$ cat src/rtl/multdiv_sequencer.sv
// multdiv_sequencer: multi-cycle signed multiply/divide built around one shared add/subtract datapath.
// Shift-add multiply and restoring divide on operand magnitudes, with sign fix-up in the DONE cycle.
`default_nettype none

module multdiv_sequencer #(
  parameter int DATA_WIDTH = 32
) (
  input  logic                  clock,
  input  logic                  reset,
  input  logic [DATA_WIDTH-1:0] data_operandA,
  input  logic [DATA_WIDTH-1:0] data_operandB,
  input  logic                  ctrl_MULT,
  input  logic                  ctrl_DIV,
  output logic [DATA_WIDTH-1:0] data_result,
  output logic                  data_exception,
  output logic                  data_resultRDY,
  output logic                  busy
);

  localparam int CW = $clog2(DATA_WIDTH);
  localparam logic [CW-1:0]         LAST      = CW'(DATA_WIDTH - 1);
  localparam logic [CW-1:0]         COUNT_ONE = {{(CW-1){1'b0}}, 1'b1};
  localparam logic [DATA_WIDTH-1:0] ONE       = {{(DATA_WIDTH-1){1'b0}}, 1'b1};

  typedef enum logic [1:0] {
    IDLE = 2'd0,
    RUN  = 2'd1,
    DONE = 2'd2
  } state_t;

  state_t state, next_state;

  logic [CW-1:0]         count;
  logic                  op_div;
  logic                  sign;
  logic                  b_zero;
  logic [DATA_WIDTH-1:0] operand;   // |A| for multiply, |B| for divide
  logic [DATA_WIDTH-1:0] hi;        // product high word / partial remainder
  logic [DATA_WIDTH-1:0] lo;        // multiplier bits / dividend bits -> quotient

  logic                  start;
  logic [DATA_WIDTH-1:0] mag_a;
  logic [DATA_WIDTH-1:0] mag_b;
  logic [DATA_WIDTH-1:0] shifted;
  logic [DATA_WIDTH-1:0] add_a;
  logic [DATA_WIDTH-1:0] add_b;
  logic                  add_op;
  logic [DATA_WIDTH:0]   add_out;
  logic [DATA_WIDTH-1:0] fin_result;
  logic                  fin_exc;

  // A start coinciding with the RDY cycle is dropped so the result pulse is never overlapped.
  assign start = (state == IDLE) && !data_resultRDY && (ctrl_MULT || ctrl_DIV);
  assign busy  = (state != IDLE) || data_resultRDY;

  // Two's complement negation of the most negative value yields 2^(W-1), which is correct unsigned.
  assign mag_a   = data_operandA[DATA_WIDTH-1] ? (~data_operandA + ONE) : data_operandA;
  assign mag_b   = data_operandB[DATA_WIDTH-1] ? (~data_operandB + ONE) : data_operandB;
  assign shifted = {hi[DATA_WIDTH-2:0], lo[DATA_WIDTH-1]};

  always_ff @(posedge clock or negedge reset) begin
    if (!reset) begin
      state <= IDLE;
    end else begin
      state <= next_state;
    end
  end

  always_comb begin
    next_state = state;
    case (state)
      IDLE:    if (start) next_state = RUN;
      RUN:     if (count == LAST) next_state = DONE;
      DONE:    next_state = IDLE;
      default: next_state = IDLE;
    endcase
  end

  // Shared adder: bit add_op selects subtract (a + ~b + 1); carry out means no borrow.
  always_comb begin
    add_a  = hi;
    add_b  = operand;
    add_op = 1'b0;
    if (state == DONE) begin
      add_a  = '0;
      add_b  = lo;
      add_op = 1'b1;
    end else if (op_div) begin
      add_a  = shifted;
      add_op = 1'b1;
    end
  end

  assign add_out = {1'b0, add_a} + {1'b0, (add_op ? ~add_b : add_b)}
                 + {{DATA_WIDTH{1'b0}}, add_op};

  always_comb begin
    fin_result = lo;
    fin_exc    = 1'b0;
    if (op_div) begin
      if (b_zero) begin
        fin_exc    = 1'b1;
        fin_result = '0;
      end else if (!sign && lo[DATA_WIDTH-1]) begin
        fin_exc    = 1'b1;
      end else if (sign) begin
        fin_result = add_out[DATA_WIDTH-1:0];
      end
    end else begin
      // A magnitude of exactly 2^(W-1) is representable only when the result is negative.
      fin_exc = (|hi) || (lo[DATA_WIDTH-1] && !(sign && (lo[DATA_WIDTH-2:0] == '0)));
      if (sign) fin_result = add_out[DATA_WIDTH-1:0];
    end
  end

  always_ff @(posedge clock or negedge reset) begin
    if (!reset) begin
      count          <= '0;
      op_div         <= 1'b0;
      sign           <= 1'b0;
      b_zero         <= 1'b0;
      operand        <= '0;
      hi             <= '0;
      lo             <= '0;
      data_result    <= '0;
      data_exception <= 1'b0;
      data_resultRDY <= 1'b0;
    end else begin
      data_resultRDY <= 1'b0;
      case (state)
        IDLE: begin
          if (start) begin
            count  <= '0;
            op_div <= !ctrl_MULT;
            sign   <= data_operandA[DATA_WIDTH-1] ^ data_operandB[DATA_WIDTH-1];
            b_zero <= (data_operandB == '0);
            hi     <= '0;
            if (ctrl_MULT) begin
              operand <= mag_a;
              lo      <= mag_b;
            end else begin
              operand <= mag_b;
              lo      <= mag_a;
            end
          end
        end
        RUN: begin
          count <= count + COUNT_ONE;
          if (op_div) begin
            hi <= add_out[DATA_WIDTH] ? add_out[DATA_WIDTH-1:0] : shifted;
            lo <= {lo[DATA_WIDTH-2:0], add_out[DATA_WIDTH]};
          end else if (lo[0]) begin
            {hi, lo} <= {add_out, lo[DATA_WIDTH-1:1]};
          end else begin
            {hi, lo} <= {1'b0, hi, lo[DATA_WIDTH-1:1]};
          end
        end
        DONE: begin
          data_resultRDY <= 1'b1;
          data_result    <= fin_result;
          data_exception <= fin_exc;
        end
        default: ;
      endcase
    end
  end

endmodule

`default_nettype wire

$ cat config.mk
export PLATFORM = sky130hd
export DESIGN_NAME = multdiv_sequencer
export DESIGN_NICKNAME = d
export VERILOG_FILES = /design/src/rtl/multdiv_sequencer.sv
export SDC_FILE = /design/constraint.sdc
export NUM_CORES = 1
export LEC_CHECK = 0
export CORE_UTILIZATION = 45
export DETAILED_ROUTE_END_ITERATION = 10
export MAX_ROUTING_LAYER = met4
export PLACE_DENSITY = 0.75
export SYNTH_ARGS = -nofsm -noshare
export SYNTH_HDL_FRONTEND = slang
export SYNTH_SLANG_ARGS = --single-unit
$ cat constraint.sdc
create_clock -name clock -period 7.7 [get_ports clock]
set_input_delay 1.54 -clock clock [delete_from_list [all_inputs] [get_ports clock]]
set_output_delay 1.54 -clock clock [all_outputs]
set_load 0.01 [all_outputs]
# Yosys cells after proc, flatten, opt, wreduce, memory -nomap -nowiden

Index checks and enable logic that the tools add are counted.

$add $sub $neg: 5
Multiplexer cells: 32
Bitwise logic cells: 4
Reductions and logical operators: 21
Eq/ne operators: 5

Operators with widths:

| kind                    | number |
|---|---|
| $mux W32                | 19 |
| $pmux W32 S2            | 2 |
| $not A32 Y32            | 3 |
| $add A32 B1 Y32 const B | 2 |
| $add A32 B32 Y33        | 1 |
| $add A33 B1 Y33         | 1 |
| $logic_not A32 Y1       | 1 |
| $reduce_or A32 Y1       | 1 |
| $logic_not A31 Y1       | 1 |
| $pmux W5 S2             | 1 |
| $mux W1                 | 6 |
| $reduce_and A2 Y1       | 3 |
| $add A5 B1 Y5 const B   | 1 |
| $eq A5 B5 Y1 const B    | 1 |
| $logic_and A1 B1 Y1     | 5 |
| $mux W5                 | 1 |
| $logic_not A1 Y1        | 4 |
| $mux W2                 | 2 |
| $ne A2 B2 Y1 const B    | 2 |
| $pmux W2 S2             | 1 |
| $reduce_bool A2 Y1      | 2 |
| $logic_or A1 B1 Y1      | 3 |
| $eq A2 B1 Y1 const B    | 1 |
| $eq A2 B2 Y1 const B    | 1 |
| other kinds (2)         | 2 |

Input port bits: 68
Register bits after elaboration: 140
Output and inout bits: 35

# Longest topological paths before layout

Gate-level depths: netlist of run 1.

Depth in word-level cells: 10
Depth in mapped cells: 18
Depth with buffers taken out: 14

# Worst setup path before layout of run 1

OpenSTA, ideal clock, no wires.

Path kind: reg2reg
From: reg op_div
To: reg hi[21]
Slack: 3.512 ns
Required time: 7.574 ns
Stages on the path, launching flop included: 18
Data arrival time: 4.062 ns
Cell sequence: dfrtp_1 clkbuf_1 clkbuf_1 buf_1 clkbuf_1 mux2i_1 nor2_1 fa_1 a211oi_1 o21ai_2 a21oi_2 o211ai_2 a21o_1 buf_4 buf_6 mux2i_1 nor2_1 a221o_1

Cells in the longest elaborated chain, start to end: 8

RTL lines:

| item                        | line     | RTL |
|---|---|---|
| start: declaration          | 34       | `logic op_div;` |
| start signal: assignment    | 134      | `op_div <= !ctrl_MULT;` |
| $mux W1                     | 88       | `end else if (op_div) begin` |
| $mux W1                     | 84       | `if (state == DONE) begin` |
| $mux W32                    | 94       | `assign add_out = {1'b0, add_a} + {1'b0, (add_op ? ~add_b : add_b)}` |
| $add A32 B32 Y33            | 94       |  |
| $add A33 B1 Y33             | 95       | `+ {{DATA_WIDTH{1'b0}}, add_op};` |
| $mux W32 (on tied branches) | 152, 150 |  |
| $mux W32 (*)                | 149      | `if (op_div) begin` |
| $pmux W32 S2 (*)            | 130      | `case (state)` |
| end signal: assignment      | 150      | `hi <= add_out[DATA_WIDTH] ? add_out[DATA_WIDTH-1:0] : shifted;` |
| end signal: assignment      | 153      | `{hi, lo} <= {add_out, lo[DATA_WIDTH-1:1]};` |
| end signal: assignment      | 155      | `{hi, lo} <= {1'b0, hi, lo[DATA_WIDTH-1:1]};` |
| end: declaration            | 38       | `logic [DATA_WIDTH-1:0] hi;` |

Mark *: on every way between the ends. The rest lies on a longest branch, timed or not.
A chain may end at the register's enable or synchronous reset.

# Worst setup path in the final report of run 1

From: reg op_div
To: reg hi[14]

The elaborated chain is that of the path after synthesis.

==> impl_metrics.json, run 1 <==
{
  "rows": 59,
  "synthTopCellsByArea": "dfrtp_1 29%, mux2i_1 9.1%, o21ai_0 7.1%",
  "cts_tree": "done",
  "status": "complete, no violations",
  "synth_ff_type": "dfrtp_1",
  "yosys.area.top_type": "dfrtp_1",
  "clock_latency_ns": 0.44,
  "critical_path_class": "reg -> reg",
  "wl_um": 37800,
  "viasPerCell": 6.24,
  "seqCellArea_sq_um": 3510,
  "cp.required_ns": 7.98,
  "ys_seq_elements": 140,
  "holdCritPathClass": "reg -> reg",
  "multi_input_comb_area_sq_um": 7990,
  "drc": 0,
  "netlist_instances": 1501,
  "synthTopCellsByCount": "198 x nand2_1, 170 x o21ai_0, 140 x dfrtp_1",
  "cp_slowest_cell": "dfrtp_4",
  "initial_core_util_pct": 46.0,
  "drive_gt1_share_pct": 5.85,
  "synth.distinct_cells": 75,
  "nets": 1629,
  "utilization_pct": 52.6,
  "slew_headroom_pct": 24.0,
  "synthArstFlopShare_pct": 100,
  "die_h_um": 165,
  "syn_area_sq_um": 12000,
  "io_buffers": 102,
  "worst_pin_slew_ns": 1.14,
  "cp-start-kind": "register",
  "dp_hpwl_um": 27500,
  "post_cts_resized": 0,
  "cts_setup_buffers": 0,
  "max-cap-violations": 0,
  "critPathBufInv": 2,
  "cts.sink_count": 140,
  "finalClockSkew_ns": 0.0167,
  "hold_violations": 0,
  "grt_pass1_wl_um": 59500,
  "drt-initial-drc-count": 1115,
  "cp-end-kind": "register",
  "timing.fmax_mhz": 203,
  "wire_per_inst_um": 20.2,
  "min_period_over_period_pct": 64.0,
  "worstPathArrival_ns": 5.21,
  "critical_path.max_fanout": 70,
  "track_usage_pct": 29.0,
  "synth_most_common_cell": "nand2_1",
  "grt-ovfl-total": 0,
  "grt_pass1_vias": 10772,
  "die_area_sq_um": 27300,
  "via_count": 11692,
  "rsz0062_at_grt": "false",
  "fillers": 2456,
  "hold_buffers": 0,
  "clkTransAtPathRegs_ns": 0.07,
  "antenna_left": 0,
  "synth_top_area_share_pct": 29.2,
  "period_needed_ns": 4.93,
  "synth_edf_count": 0,
  "antennaDiodeCount": 0,
  "design.core.area_sq_um": 26100,
  "worstPathCellList": "buf_4 -> xor2_1 -> nand2_1 -> o21ai_0 -> ha_1 -> nand2_1 -> or3_1 -> o211ai_2 -> a21o_1 -> buf_4 -> mux2_2 -> a22oi_1 -> o21ai_0",
  "clock_path_buffers": 2,
  "grt_antenna_before_repair": 0,
  "cts_made_buffers": 17,
  "setup_tns_ns": 0,
  "slowest_delay_ns": 1.06,
  "synth_area_per_cell_sq_um": 7.98,
  "syn_nets": 1605,
  "dr.pass1.iters": 5,
  "area_delta_synth_final_pct": 14.4,
  "setup_viol": 0,
  "cpLargestDelayFamily": "flip-flops",
  "yosysWarnings": 0,
  "gp_congestion": 1.00,
  "grt_start_max_net_pins": 99,
  "io-pin-count": 103,
  "ys_seq_area_share_pct": 29.2,
  "clock-root-buffer": "clkbuf_16",
  "htreeDepth": 4,
  "drv_slew": 0,
  "die_w_um": 165
}
## final cells by class
class,count,area share [%]
clock inverters,14,1.10
inverters,15,0.411
repair buffers,118,8.30
well taps,335,3.06
flip-flops and latches,140,25.6
clock buffers,18,3.21
multi-input cells,1233,58.3
## worst reg2reg max path, delay by kind of cell, from the launching register on
kind / cells / cell delay (ns)
DFF: 1 / 1.06
muxes: 1 / 0.40
AOI/OAI and AO/OA: 5 / 1.01
xor gates and xnor gates: 1 / 0.12
buffers and inverters: 2 / 0.94
and+or+nand+nor: 3 / 0.71
adders and majority gates: 1 / 0.51
## metrics by stage
step                std cells  hold WS [ns]  setup slack, ns  area, sq um
floorplan                1501         0.442             3.51        12000
global placement         1841         0.465             2.99        13100
detailed placement       1841         0.463             2.88        13100
CTS                      1873         0.478             2.84        13700
global route             1873         0.504             2.50        13700
finish                   1873         0.473             2.77        13700
## layout by cell type (no fill, tap or decap), types with 8 or more instances in the layout
master           synthesis  routed
nor4_1                  25      25
nor3_1                  12      11
a21o_1                  16      16
mux2i_1                109     109
buf_4                    2      16
a31oi_1                 15      15
nand2b_1                10       9
o21ai_0                170     170
ha_1                    35      35
nand3_1                 26      26
nor2_1                 114     114
a22o_1                  11      11
dfrtp_1                140     139
a21oi_1                120     120
clkdlybuf4s50_1          0     100
a211oi_1                49      49
nor2b_1                 14      13
a22oi_1                 10      10
and2_1                   8       8
nand2_1                198     198
clkbuf_16                0      17
o41ai_1                 11      11
xnor2_1                 47      47
xor2_1                  69      69
inv_1                   12      12
mux2_2                   9       9
o211ai_1                25      25
o31ai_1                 16      16
nand4_1                 16      16
## kinds of logic (layout without fill, tap and decap cells)
family	Yosys count	in the layout	synth area share, %
AO/OA/AOI/OAI	510	510	27.0
adder cells (fa/ha/maj)	36	36	3.82
flip-flops	140	140	29.2
AND/OR/NAND/NOR	453	453	17.3
multiplexers	118	118	9.95
XOR/XNOR	116	116	8.48
buffers and inverters	128	165	4.27
## sequential cells by signal, summed over array words and instances, names as in the netlist
| register | flops |
|---|---|
| data_result | 32 |
| hi | 32 |
| lo | 32 |
| operand | 32 |
| count | 5 |
| state | 2 |
| b_zero | 1 |
| data_exception | 1 |
| data_resultRDY | 1 |
| op_div | 1 |
| sign | 1 |
## final timing paths
kind | start | end | slack [ns] | depth (start not counted)
setup / recovery | op_div$_DFFE_PN0P_ | hi[14]$_DFFE_PN0P_ | 2.77 | 13
hold / removal | data_exception$_DFFE_PN0P_ | data_exception$_DFFE_PN0P_ | 0.47 | 2
setup reg to reg | op_div$_DFFE_PN0P_ | hi[14]$_DFFE_PN0P_ | 2.77 | 13
hold reg to reg | data_exception$_DFFE_PN0P_ | data_exception$_DFFE_PN0P_ | 0.47 | 2
max in group asynchronous | reset | lo[0]$_DFFE_PN0P_ | 5.25 | 2
min in group asynchronous | reset | data_result[0]$_DFFE_PN0P_ | 1.14 | 1
## layer usage
layer,track usage (%),wire (um),vias up
met3,4.32,2620,86
met5,-,0,-
met4,10.3,1120,0
met1,38.6,16900,5566
met2,44.6,17200,501
li1,-,-,5539
Power of run 1 is left out: the tool's default activity adds up to more than one toggle a clock period on the data nets, which glitch-free logic cannot reach.
==> inputs of run 2 (changes only) <==
==> constraint.sdc (replaced) <==
create_clock -name clock -period 4.9 [get_ports clock]
set_input_delay 0.98 -clock clock [delete_from_list [all_inputs] [get_ports clock]]
set_output_delay 0.98 -clock clock [all_outputs]
set_load 0.01 [all_outputs]
==> run 2 against run 1 <==
Net effect: register-to-register slack lost 2.1 ns; first-iteration DRC count grew 1.5%; core utilization grew 0.65 points; die area is the same; clock-buffer cell count is the same; fmax grew 16%; highest routed layer unchanged; non-clock buffer count grew 17; global-route usage grew 0.18 points; hold slack gained 0.0021 ns; routed wire length grew 0.73%.
==> impl_metrics.json, run 2 (same netlist as run 1, synthesis figures left out) <==
{
  "track_usage_pct": 29.1,
  "clock_latency_ns": 0.44,
  "layout_commonest_cell": "nand2_1",
  "clock_path_buffers": 2,
  "timing.fmax_mhz": 235,
  "drive_gt1_share_pct": 6.88,
  "slew_headroom_pct": 22.7,
  "gp_congestion": 1.01,
  "hold_ws_ns": 0.475,
  "clkTransAtPathRegs_ns": 0.07,
  "clock-root-buffer": "clkbuf_16",
  "htreeDepth": 4,
  "critical_path_class": "reg -> reg",
  "nets": 1646,
  "wire_per_inst_um": 20.2,
  "cp-start-kind": "register",
  "holdCritPathClass": "reg -> reg",
  "cts_made_buffers": 17,
  "crit_top_cell": "a21oi_1",
  "cp.required_ns": 5.17,
  "drv_slew": 0,
  "dr.pass1.iters": 6,
  "worst_pin_slew_ns": 1.16,
  "cts.sink_count": 140,
  "drc": 0,
  "worstPathCellList": "nand2b_2 -> inv_2 -> buf_4 -> nor2_1 -> ha_1 -> a21oi_1 -> o21ai_0 -> a221oi_2 -> o21bai_1 -> a21oi_1 -> o21ai_1 -> xnor2_1 -> o221ai_1",
  "cts_tree": "done",
  "utilization_pct": 53.2,
  "setup_viol": 0,
  "slowest_delay_ns": 0.47,
  "grt_pass1_wl_um": 60000,
  "die_w_um": 165,
  "antenna_left": 0,
  "grt-ovfl-total": 0,
  "grt_antenna_before_repair": 0,
  "cts_setup_buffers": 0,
  "cpLargestDelayFamily": "compound AO/OA/AOI/OAI gates",
  "grt_pass1_vias": 10754,
  "status": "complete, no violations",
  "critPathBufInv": 2,
  "worstPathArrival_ns": 4.53,
  "max-cap-violations": 0,
  "post_cts_resized": 0,
  "viasPerCell": 6.18,
  "hold_buffers": 0,
  "hold_violations": 0,
  "die_area_sq_um": 27300,
  "rows": 59,
  "via_count": 11684,
  "die_h_um": 165,
  "drt-initial-drc-count": 1132,
  "cp_slowest_cell": "a221oi_2",
  "design.core.area_sq_um": 26100,
  "io_buffers": 102,
  "antennaDiodeCount": 0,
  "setup_tns_ns": 0,
  "grt_start_max_net_pins": 89,
  "layout_common_cells": "198 x nand2_1, 170 x o21ai_0, 139 x dfrtp_1, 120 x a21oi_1, 114 x nor2_1",
  "period_needed_ns": 4.26,
  "critical_path.max_fanout": 23,
  "cp-end-kind": "register",
  "rsz0062_at_grt": "false",
  "area_delta_synth_final_pct": 15.8,
  "finalClockSkew_ns": 0.0119,
  "io-pin-count": 103,
  "placed_area_sq_um": 13300,
  "wl_um": 38100,
  "final_cell_area_sq_um": 13900,
  "dp_hpwl_um": 28300,
  "initial_core_util_pct": 46.0,
  "min_period_over_period_pct": 86.8
}
## run 2: tightest hold or removal path, delay by kind of cell (launching register included)
family        cells  cell delay (ns)
flops             1             0.35
simple gates      2             0.10
## run 2: cell type report
| type | instances | area [sq um] |
|---|---|---|
| Clock buffer | 18 | 439 |
| Clock inverter | 14 | 141 |
| Fill cell | 2461 | 12200 |
| Inverter | 15 | 56.3 |
| Multi-Input combinational cell | 1233 | 7990 |
| Sequential cell | 140 | 3510 |
| Tap cell | 335 | 419 |
| Timing Repair Buffer | 135 | 1320 |
## run 2: routing by layer
layer  routed length [um]  vias to the layer above  global-route usage, %
li1                     -                     5577                      -
met1                17800                     5570                   41.1
met4                  869                        0                   8.72
met3                 2160                       64                   2.55
met5                    0                        -                      -
met2                17300                      473                   44.3
## run 2: worst paths after layout
| check | cells after the start | slack (ns) | endpoint | startpoint |
|---|---|---|---|---|
| max reg2reg | 13 | 0.64 | data_result[31]$_DFFE_PN0P_ | state[0]$_DFFE_PN0P_ |
| min | 2 | 0.48 | data_exception$_DFFE_PN0P_ | data_exception$_DFFE_PN0P_ |
| max in group asynchronous | 2 | 3.28 | hi[23]$_DFFE_PN0P_ | reset |
| max | 13 | 0.64 | data_result[31]$_DFFE_PN0P_ | state[0]$_DFFE_PN0P_ |
| min reg2reg | 2 | 0.48 | data_exception$_DFFE_PN0P_ | data_exception$_DFFE_PN0P_ |
| min in group asynchronous | 1 | 0.53 | hi[28]$_DFFE_PN0P_ | reset |
## run 2: stage by stage
step / std cells / setup WS (ns)
global placement: 1858 / 0.740
floorplan: 1501 / 0.712
global route: 1890 / 0.418
finish: 1890 / 0.645
CTS: 1890 / 0.675
detailed placement: 1858 / 0.712
Power of run 2 is left out for the same reason.
==> inputs of run 3 (changes only) <==
--- a/config.mk
+++ b/config.mk
@@ -5,10 +5,12 @@
 export SDC_FILE = /design/constraint.sdc
 export NUM_CORES = 1
 export LEC_CHECK = 0
-export CORE_UTILIZATION = 45
+export CAP_MARGIN = 20
+export CORE_MARGIN = 5
+export CORE_UTILIZATION = 35
 export DETAILED_ROUTE_END_ITERATION = 10
 export MAX_ROUTING_LAYER = met4
-export PLACE_DENSITY = 0.75
+export PLACE_DENSITY = 0.63
 export SYNTH_ARGS = -nofsm -noshare
 export SYNTH_HDL_FRONTEND = slang
 export SYNTH_SLANG_ARGS = --single-unit
==> run 3 against run 2 <==
Net effect: sequential cell count is the same; setup slack worse by 0.094 ns; cell area grew 1.2%.
==> impl_metrics.json, run 3 (same netlist as run 1, synthesis figures left out) <==
{
  "status": "complete, no violations",
  "hold_buffers": 0,
  "clock_latency_ns": 0.44,
  "drive_gt1_share_pct": 6.89,
  "area_delta_synth_final_pct": 17.1,
  "layout_commonest_cell": "nand2_1",
  "clock-root-buffer": "clkbuf_16",
  "viasPerCell": 5.73,
  "htreeDepth": 4,
  "cp-end-kind": "register",
  "ff2ff_setup_slack_ns": 0.55,
  "ff2ff_path_depth": 12,
  "grt_pass1_wl_um": 61900,
  "dp_hpwl_um": 29800,
  "cp.required_ns": 5.23,
  "setup_tns_ns": 0,
  "min_period_over_period_pct": 88.8,
  "regToRegEndpoint": "hi[28]$_DFFE_PN0P_",
  "initial_core_util_pct": 35.6,
  "hp-start": "data_exception$_DFFE_PN0P_",
  "drt-initial-drc-count": 898,
  "worstPathArrival_ns": 4.68,
  "die_area_sq_um": 38000,
  "rows": 67,
  "min_to": "data_exception$_DFFE_PN0P_",
  "grt_busiest_layer": "met2",
  "cp_slowest_cell": "dfrtp_4",
  "holdCritPathClass": "reg -> reg",
  "clkTransAtPathRegs_ns": 0.07,
  "grt_start_max_net_pins": 94,
  "critical_path_class": "reg -> reg",
  "antennaDiodeCount": 0,
  "worstPathCellList": "buf_4 -> mux2i_1 -> nor2_1 -> ha_1 -> a21oi_1 -> o21ai_0 -> or2_2 -> a211oi_1 -> o41ai_2 -> xnor2_1 -> o21ai_0 -> a211o_1",
  "worstHoldPathCells": 2,
  "antenna_left": 0,
  "die_w_um": 195,
  "wire_per_inst_um": 19.5,
  "design.core.area_sq_um": 33700,
  "hold_violations": 0,
  "via_count": 11476,
  "use_met3_pct": 2.17,
  "cts_tree": "done",
  "drv_slew": 0,
  "met2_usage_pct": 31.4,
  "cts_made_buffers": 17,
  "layout_common_cells": "198 x nand2_1, 170 x o21ai_0, 139 x dfrtp_1, 120 x a21oi_1, 114 x nor2_1",
  "nets": 1645,
  "dr.pass1.iters": 6,
  "crit_top_cell": "o21ai_0",
  "clock_path_buffers": 2,
  "wl_um": 39000,
  "drc": 0,
  "cts_setup_buffers": 0,
  "cts.sink_count": 140,
  "gp_congestion": 0.922,
  "track_usage_pct": 20.6,
  "grt_antenna_before_repair": 0,
  "rr_startpoint": "op_div$_DFFE_PN0P_",
  "io_buffers": 102,
  "rsz0062_at_grt": "false",
  "die_h_um": 195,
  "worst_pin_slew_ns": 1.00,
  "slowest_delay_ns": 0.86,
  "timing.fmax_mhz": 230,
  "grtUsageMet1_pct": 28.8,
  "grt-ovfl-total": 0,
  "post_cts_resized": 0,
  "critical_path.max_fanout": 45,
  "slew_headroom_pct": 33.1,
  "setup_viol": 0,
  "finalClockSkew_ns": 0.00698,
  "io-pin-count": 103,
  "period_needed_ns": 4.35,
  "max-cap-violations": 0,
  "cp-start-kind": "register",
  "grt_pass1_vias": 10870
}
-- run 3: changes by cell type in the layout (fill, tap and decap cells not counted), sizes merged --
| cell | change |
|---|---|
| clkinvlp | +2 |
| clkinv | -1 |
| buf | -1 |
| clkbuf | +1 |
| bufinv | +2 |
| inv | -4 |
-- run 3: critical path, delay by kind of cell, from the launching register on --
kind,cells,cell delay [ns]
flip-flops,1,0.86
multiplexers,1,0.24
buffers and inverters,1,0.46
adder cells (fa/ha/maj),1,0.42
XOR/XNOR,1,0.30
AND/OR/NAND/NOR,2,0.41
AO/OA/AOI/OAI,6,1.52
-- run 3: cell type report --
type | instances | area [sq um]
clock buffers | 19 | 453
clock inverters | 13 | 155
fillers | 3461 | 19700
inverters | 15 | 56.3
multi-input cells | 1233 | 8000
flip-flops and latches | 140 | 3510
well taps | 448 | 561
repair buffers | 134 | 1300
-- run 3: how the worst max path moves through the flow --
stage                                   from            endpoint  slack [ns]
after floorplan           op_div$_DFFE_PN0P_  hi[21]$_DFFE_PN0P_        0.71
after global placement    op_div$_DFFE_PN0P_  hi[28]$_DFFE_PN0P_        0.67
after detailed placement  op_div$_DFFE_PN0P_  hi[28]$_DFFE_PN0P_        0.61
after CTS                 op_div$_DFFE_PN0P_  hi[28]$_DFFE_PN0P_        0.60
after global routing      op_div$_DFFE_PN0P_   hi[3]$_DFFE_PN0P_        0.26
final                     op_div$_DFFE_PN0P_  hi[28]$_DFFE_PN0P_        0.55
-- run 3: per-layer routing --
layer  vias up  wire length [um]
met5         -                 0
met4         0              1080
met3        47              1650
met2       333             17700
met1      5502             18500
li1       5594                 -
-- run 3: metrics by stage --
step           std cells  hold slack [ns]  worst slack (ns)  utilization [%]  instance area (sq um)
2_1_floorplan       1501            0.442             0.712                -                  12000
3_3_place_gp        1969            0.463             0.666             39.8                  13400
3_5_place_dp        1969            0.465             0.610             39.8                  13400
4_1_cts             2001            0.479             0.600             41.6                  14000
5_1_grt             2002            0.503             0.262             41.6                  14000
6_report            2002            0.470             0.551             41.6                  14000
Power of run 3 is left out for the same reason.
